$ cat src/rtl/pc_sequencer.sv
// pc_sequencer: program counter sequencing for the fetch stage.
// Resolves branch, jump and jump-register redirects from execute, holds the
// PC on stall, and raises Flush for FLUSH_CYCLES cycles after each redirect.
// A saturating redirect counter is kept for performance debug.
// Resolve inputs are sampled only while the sequencer is in RUN. In FLUSH
// they belong to squashed instructions and are ignored.
module pc_sequencer #(
  parameter logic [31:0] RESET_PC     = 32'h0000_0000,
  parameter int unsigned FLUSH_CYCLES = 1
) (
  input  logic        Clk,
  input  logic        Reset,
  input  logic        Stall,
  input  logic        ResolveValid,
  input  logic [1:0]  BranchType,
  input  logic        BranchTaken,
  input  logic [31:0] ResolvePC,
  input  logic [31:0] BranchOffset,
  input  logic [25:0] JumpIndex,
  input  logic [31:0] RegTarget,
  output logic [31:0] PC,
  output logic [31:0] PCPlus4,
  output logic        Flush,
  output logic        Misaligned,
  output logic [15:0] RedirectCount
);

  typedef enum logic {
    RUN   = 1'b0,
    FLUSH = 1'b1
  } state_t;

  localparam logic [1:0] BT_NONE   = 2'd0;
  localparam logic [1:0] BT_JUMP   = 2'd1;
  localparam logic [1:0] BT_JREG   = 2'd2;
  localparam logic [1:0] BT_BRANCH = 2'd3;

  // The counter is loaded with the number of flush cycles still to go after
  // the first one.
  localparam logic [2:0] FLUSH_INIT = 3'(FLUSH_CYCLES - 1);

  state_t      state;
  logic [2:0]  flush_cnt;
  logic [15:0] redirect_cnt;
  logic        redirect;
  logic [31:0] target;

  assign PCPlus4       = PC + 32'd4;
  assign RedirectCount = redirect_cnt;

  // Decode the redirect condition and select the target address.
  always_comb begin
    redirect = 1'b0;
    target   = PCPlus4;
    if (ResolveValid && (state == RUN)) begin
      case (BranchType)
        BT_JUMP: begin
          redirect = 1'b1;
          target   = {ResolvePC[31:28], JumpIndex, 2'b00};
        end
        BT_JREG: begin
          redirect = 1'b1;
          target   = {RegTarget[31:2], 2'b00};
        end
        BT_BRANCH: begin
          redirect = BranchTaken;
          target   = ResolvePC + {BranchOffset[29:0], 2'b00};
        end
        default: begin
          redirect = 1'b0;
          target   = PCPlus4;
        end
      endcase
    end
  end

  // RUN/FLUSH sequencer: owns PC, Flush, Misaligned and the flush counter.
  always_ff @(posedge Clk or posedge Reset) begin
    if (Reset) begin
      state      <= RUN;
      PC         <= RESET_PC;
      Flush      <= 1'b0;
      Misaligned <= 1'b0;
      flush_cnt  <= 3'd0;
    end else begin
      case (state)
        RUN: begin
          if (redirect) begin
            // A redirect overrides a same-cycle stall.
            PC         <= target;
            state      <= FLUSH;
            Flush      <= 1'b1;
            flush_cnt  <= FLUSH_INIT;
            Misaligned <= (BranchType == BT_JREG) && (RegTarget[1:0] != 2'b00);
          end else begin
            Misaligned <= 1'b0;
            if (!Stall) PC <= PCPlus4;
          end
        end
        FLUSH: begin
          Misaligned <= 1'b0;
          if (!Stall) PC <= PCPlus4;
          if (flush_cnt == 3'd0) begin
            state <= RUN;
            Flush <= 1'b0;
          end else begin
            flush_cnt <= flush_cnt - 3'd1;
          end
        end
        default: begin
          state <= RUN;
          Flush <= 1'b0;
        end
      endcase
    end
  end

  // Saturating redirect counter. It is written only on reset or a redirect.
  always_ff @(posedge Clk or posedge Reset) begin
    if (Reset) begin
      redirect_cnt <= 16'd0;
    end else if (redirect && (redirect_cnt != 16'hFFFF)) begin
      redirect_cnt <= redirect_cnt + 16'd1;
    end
  end

endmodule

$ cat config.mk
export PLATFORM = sky130hd
export DESIGN_NAME = pc_sequencer
export DESIGN_NICKNAME = d
export VERILOG_FILES = /design/src/rtl/pc_sequencer.sv
export SDC_FILE = /design/constraint.sdc
export NUM_CORES = 1
export LEC_CHECK = 0
export CAP_MARGIN = 40
export CORE_UTILIZATION = 45
export CTS_CLUSTER_DIAMETER = 80
export DETAILED_ROUTE_END_ITERATION = 7
export GPL_TIMING_DRIVEN = 1
export HOLD_SLACK_MARGIN = 0.12
export PLACE_DENSITY_LB_ADDON = 0.2
export SKIP_LAST_GASP = 1
export SLEW_MARGIN = 30
export SYNTH_ARGS = -nofsm -noshare
export SYNTH_HDL_FRONTEND = slang
export SYNTH_SLANG_ARGS = --single-unit
export TNS_END_PERCENT = 1
$ cat constraint.sdc
create_clock -name Clk -period 2.6 [get_ports Clk]
set_clock_uncertainty 0.2 [all_clocks]
set_input_delay 0.52 -clock Clk [delete_from_list [all_inputs] [get_ports Clk]]
set_output_delay 0.52 -clock Clk [all_outputs]
set_load 0.1 [all_outputs]
==> results.py, run 1 <==
metrics = {
    "status": {
        "status": "complete, but fails checks",
        "violations": "setup timing",
    },
    "setup_path": {
        "critPathMaxStageDelay_ns": 0.55,
        "slowest_stage": "or4b_4",
        "worstSetupEndpointType": "register",
        "crit_buf_inv": 3,
        "rr_endpoint": "PC[27]",
        "path_cells": "clkdlybuf4s50_1 -> inv_1 -> ha_1 -> a21oi_1 -> or4b_4 -> nor3_1 -> buf_4 -> nand4_1 -> xnor2_2",
        "crit_required_ns": 2.57,
        "critPathArrivalTime_ns": 2.95,
        "reg2reg_slack_ns": -0.23,
        "worstSetupPathType": "input port to register",
        "path_delay_family": "simple AND/OR/NAND/NOR gates",
        "rr_worst_depth": 12,
        "rr_startpoint": "PC[9]",
        "cp-start-kind": "input port",
        "cp_max_fo": 6,
    },
    "placement": {
        "dp_worst_setup_slack_ns": -0.766,
        "place_area_sq_um": 9030,
        "port_buffers": 208,
        "dp.final_hpwl_um": 16900,
        "dp_cells": 1112,
        "gp_congestion": 0.928,
    },
    "clock_tree": {
        "cts_htree_levels": 2,
        "clk_pin_slew_ns": 0.08,
        "insertion_delay_ns": 0.30,
        "cts_hold_buf": 0,
        "clockRootBuffer": "clkbuf_16",
        "cts_tree": "yes",
        "cts_buffers": 5,
        "clockBufferDepth": 2,
        "clock-sinks": 54,
    },
    "logic_synthesis": {
        "synth_area_leaders": "dfrtp_1 (26%), xnor2_1 (9.6%), ha_1 (8.9%), xor2_1 (5.9%), nand2_1 (4.8%)",
        "synth_edf_count": 0,
        "yosysTopAreaCellShare_pct": 25.9,
        "ys_ff_latch": 54,
        "ys.flop_type": "dfrtp_1",
        "ys_warn_count": 0,
        "synthesis.area_sq_um": 5210,
        "synthArstFlopShare_pct": 100,
        "syn_inst": 648,
        "ys_seq_area_share_pct": 25.9,
        "synth_cell_type_count": 59,
        "yosysTopAreaCell": "dfrtp_1",
        "post_synth.cell_area_avg_sq_um": 8.04,
        "syn-num-nets": 815,
    },
    "timing": {
        "min_period_over_period_pct": 115,
        "period_needed_ns": 2.99,
        "grt_setup_unrepaired": "yes",
        "setup_tns_ns": -10.49,
        "worstMarginPinSlew_ns": 0.593,
        "relSlewSlack_pct": 60.0,
        "max_freq_ghz": 0.335,
        "drv_slew": 0,
        "finalHoldViolations": 0,
        "finalWorstSetupSlack_ns": -0.389,
        "whs_ns": 0.322,
        "setup_viol": 61,
    },
    "pwr": {
        "p_int_mw": 4.49,
        "leakagePower_nw": 4.23,
        "seq_power_share_pct": 13.7,
        "switching_power_mw": 6.82,
        "p_per_area_nw_per_um2": 1200,
        "p_total_mw": 11.3,
        "p_comb_share_pct": 79.4,
        "vdd_ir_drop_max_mv": 1.65,
        "p_clk_share_pct": 6.9,
        "p_sw_share_pct": 60.3,
    },
    "layout": {
        "layout_common_cells": "buf_4 (208), clkdlybuf4s50_1 (126), nand2_1 (64)",
        "fillCellCount": 599,
        "final_cell_count_no_fill": 1129,
        "diodes": 0,
        "layout_commonest_cell": "buf_4",
        "final_util_pct": 85.1,
        "layout-drive-gt1-share_pct": 34.7,
        "postLayoutCellArea_sq_um": 9430,
        "num-nets-final": 1155,
        "syn_to_final_growth_pct": 81.0,
    },
    "routing": {
        "vias": 6812,
        "post_drt_wl_per_cell_um": 21.3,
        "drtIter0Drc": 773,
        "drc_errors": 0,
        "routed_wl_um": 24000,
        "firstDrtPassIters": 5,
        "vias_per_cell": 6.03,
        "ant_nets": 0,
    },
    "floorplanning": {
        "fp.dieW_um": 110,
        "die_area_sq_um": 12000,
        "io_pins": 211,
        "core.rowCount": 38,
        "core-area_sq_um": 11100,
        "die_h_um": 110,
        "start_util_pct": 47.0,
    },
    "grt": {
        "grt_first_pass_wirelength_um": 35000,
        "antenna_found_initial": 0,
        "grt.total_usage_pct": 38.0,
        "overflow": 0,
        "grt_max_degree": 32,
        "grt_pass1_vias": 6773,
    },
    "hold_path": {
        "min_path_type": "input port to async pin",
    },
    "job": {
        "maxCapViolations": 0,
    },
}
## what timing repair did
action / 4_1_cts / 5_1_grt
pin swaps: 7 / 20
endpoints found under the setup margin: 64 / 63
resized for setup: 19 / 28
setup buffers: 7 / 4
## kinds of logic (layout without fill, tap and decap cells)
group                    Yosys count  count (layout)  share of synthesized area (%)
AND/OR/NAND/NOR                  232             232                           21.9
AO/OA/AOI/OAI                    173             173                           22.3
XOR/XNOR                          92              92                           15.5
buffers and inverters             56             397                           4.44
flip-flops                        54              54                           25.9
adder cells (fa/ha/maj)           38              38                           9.27
multiplexers                       3               3                          0.601
## how the worst max path moves through the flow
stage,from,endpoint,slack [ns],depth (start not counted)
after floorplan,PC[8],PCPlus4[28],-0.82,7
after global placement,ResolvePC[2],PC[24],-0.69,11
after detailed placement,ResolvePC[2],PC[24],-0.77,11
after CTS,PC[11],PCPlus4[26],-0.25,7
after global routing,BranchType[0],RedirectCount[6],-0.39,9
final,BranchType[0],RedirectCount[6],-0.39,9
## Yosys cell counts (all sizes together) (3+ instances only)
library cell,count
o21ai,38
a222oi,11
a211oi,4
nor3,13
or3,5
clkbuf,29
buf,8
nor4,3
inv,19
nor2,51
and3,12
nand2,67
nand3,37
a221oi,11
ha,37
a41oi,4
a21o,10
nand4,15
nor2b,5
a31oi,3
o31ai,6
nand2b,9
xnor2,57
xor2,35
and2,5
o21a,5
a221o,5
a21oi,43
o22ai,6
a22oi,5
dfrtp,54
and4,4
o211ai,7
## sequential cells by signal, indices dropped and copies added, names as in the netlist
signal and count:
PC 32, flush_cnt 3, Misaligned 1, state 1, Flush 1, RedirectCount 16
## metal layers
layer	global-route usage, %	wire [um]
met5	0	0
met4	14.2	1190
met3	6.11	2280
met2	69.1	11800
met1	44.6	8730
## cell type report
class | count | area, sq um | share of cell area [%]
Clock buffer | 7 | 133 | 1.41
Clock inverter | 1 | 30.0 | 0.319
Inverter | 19 | 71.3 | 0.757
Multi-Input combinational cell | 538 | 4100 | 43.5
Sequential cell | 54 | 1380 | 14.6
Tap cell | 140 | 175 | 1.86
Timing Repair Buffer | 370 | 3530 | 37.5
## power by group through the flow
stage          registers, mW  clock network, mW  logic (mW)
2_1_floorplan           3.73                  0        3.55
3_3_place_gp            1.48                  0        8.63
3_5_place_dp            1.51                  0        8.74
4_1_cts                 1.50              0.750        8.81
5_1_grt                 1.57              0.805        9.24
6_report                1.55              0.776        8.98
Power figures use the tool's default switching activity.
==> run 2: changes to the inputs <==
--- a/config.mk
+++ b/config.mk
@@ -7,10 +7,10 @@
 export LEC_CHECK = 0
 export CAP_MARGIN = 40
 export CORE_UTILIZATION = 45
-export CTS_CLUSTER_DIAMETER = 80
 export DETAILED_ROUTE_END_ITERATION = 7
 export GPL_TIMING_DRIVEN = 1
 export HOLD_SLACK_MARGIN = 0.12
+export MAX_ROUTING_LAYER = met4
 export PLACE_DENSITY_LB_ADDON = 0.2
 export SKIP_LAST_GASP = 1
 export SLEW_MARGIN = 30
==> results.py, run 2 (same netlist as run 1, synthesis figures left out) <==
metrics = {
    "floorplanning": {
        "die_h_um": 110,
        "fp.dieW_um": 110,
        "die_area_sq_um": 12000,
        "core.rowCount": 38,
        "start_util_pct": 47.0,
        "io_pins": 211,
        "core-area_sq_um": 11100,
    },
    "setup_path": {
        "cp-start-kind": "register",
        "worstSetupEndpointType": "output pin",
        "reg2reg_slack_ns": 0.16,
        "critPathArrivalTime_ns": 2.15,
        "cp_max_fo": 5,
        "worstSetupPathType": "register to output pin",
        "crit_required_ns": 1.88,
    },
    "layout": {
        "num-nets-final": 1146,
        "largest_reg_flops": 32,
        "largest_register": "PC",
        "final_cell_count_no_fill": 1120,
        "diodes": 0,
        "syn_to_final_growth_pct": 77.9,
        "layout-drive-gt1-share_pct": 32.7,
        "layout_commonest_cell": "buf_4",
        "layout_common_cells": "buf_4 (200), clkdlybuf4s50_1 (125), nand2_1 (66)",
    },
    "timing": {
        "finalHoldViolations": 0,
        "finalWorstSetupSlack_ns": -0.267,
        "relSlewSlack_pct": 62.2,
        "setup_viol": 59,
        "grt_setup_unrepaired": "yes",
        "drv_slew": 0,
        "period_needed_ns": 2.87,
        "min_period_over_period_pct": 110,
        "max_freq_ghz": 0.349,
        "worstMarginPinSlew_ns": 0.562,
    },
    "pwr": {
        "p_total_mw": 11.1,
        "switching_power_mw": 6.66,
        "leakagePower_nw": 4.14,
        "p_per_area_nw_per_um2": 1190,
        "p_comb_share_pct": 80.1,
        "p_clk_share_pct": 6.2,
        "p_sw_share_pct": 60.2,
        "vdd_ir_drop_max_mv": 1.61,
        "p_int_mw": 4.40,
        "seq_power_share_pct": 13.7,
    },
    "placement": {
        "port_buffers": 208,
        "gp_congestion": 0.952,
        "dp.final_hpwl_um": 17300,
        "dp_cells": 1111,
    },
    "routing": {
        "firstDrtPassIters": 5,
        "drtIter0Drc": 663,
        "routed_wl_um": 21800,
        "vias": 6581,
        "post_drt_wl_per_cell_um": 19.5,
        "ant_nets": 0,
        "drc_errors": 0,
        "vias_per_cell": 5.88,
    },
    "clock_tree": {
        "clk_pin_slew_ns": 0.07,
        "clock-sinks": 54,
        "insertion_delay_ns": 0.29,
        "cts_buffers": 5,
        "clockBufferDepth": 2,
        "clockRootBuffer": "clkbuf_16",
        "cts_htree_levels": 2,
        "cts_hold_buf": 0,
        "cts_tree": "yes",
    },
    "grt": {
        "grt_max_degree": 32,
        "grt.total_usage_pct": 37.6,
        "grt_first_pass_wirelength_um": 33500,
        "antenna_found_initial": 0,
        "overflow": 0,
        "grt_pass1_vias": 6565,
    },
    "job": {
        "maxCapViolations": 0,
    },
    "status": {
        "status": "complete, but fails checks",
        "violations": "setup timing",
    },
    "hold_path": {
        "min_path_type": "input port to async pin",
    },
}
[run 2: stage by stage]
stage	instance area [sq um]	hold WS [ns]	setup WS, ns	setup TNS (ns)	util [%]
2_1_floorplan	5550	0.261	-0.821	-16.91	-
4_1_cts	9210	0.265	-0.225	-7.51	83.2
5_1_grt	9270	0.298	-0.389	-15.91	83.7
6_report	9270	0.260	-0.267	-8.19	83.7
3_5_place_dp	9010	0.294	-0.795	-28.20	81.3
3_3_place_gp	9010	0.274	-0.691	-20.98	81.3
[run 2: layer usage]
metal	global-route usage, %	wire length (um)
met5	-	0
met3	5.04	1620
met4	12.0	629
met1	43.4	8420
met2	67.4	11100
[run 2: cell type report]
class	count	area, sq um
multi-input cells	538	4040
repair buffers	361	3460
fillers	638	1810
flip-flops and latches	54	1380
well taps	140	175
clock buffers	8	146
inverters	19	71.3
[run 2: power by group through the flow]
stage / logic [mW] / clock network (mW) / registers, mW
floorplan: 3.55 / 0 / 3.73
global placement: 8.62 / 0 / 1.48
detailed placement: 8.73 / 0 / 1.51
CTS: 8.79 / 0.685 / 1.50
global route: 9.12 / 0.719 / 1.55
finish: 8.86 / 0.688 / 1.52
[run 2: worst max-delay path, stage by stage (launching register included)]
cell	delay, ns
dfrtp_2	0.39
and4_4	0.24
nand4_1	0.11
or3_4	0.46
nor2_4	0.15
buf_6	0.13
xor2_4	0.17
buf_12	0.19
[run 2: what timing repair did]
item	CTS	global route
setup buffers	0	1
resized for setup	19	14
setup endpoints to repair	69	68
cloned	0	0
pin swaps	5	5
[run 2: final timing paths]
check / from / to / cells past startpoint
min: Reset / RedirectCount[0] / 2
max reg2reg: PC[10] / PC[30] / 8
min reg2reg: PC[1] / PC[1] / 2
min in group Clk: PC[1] / PC[1] / 2
max: PC[10] / PCPlus4[26] / 7
max in group asynchronous: Reset / PC[9] / 3
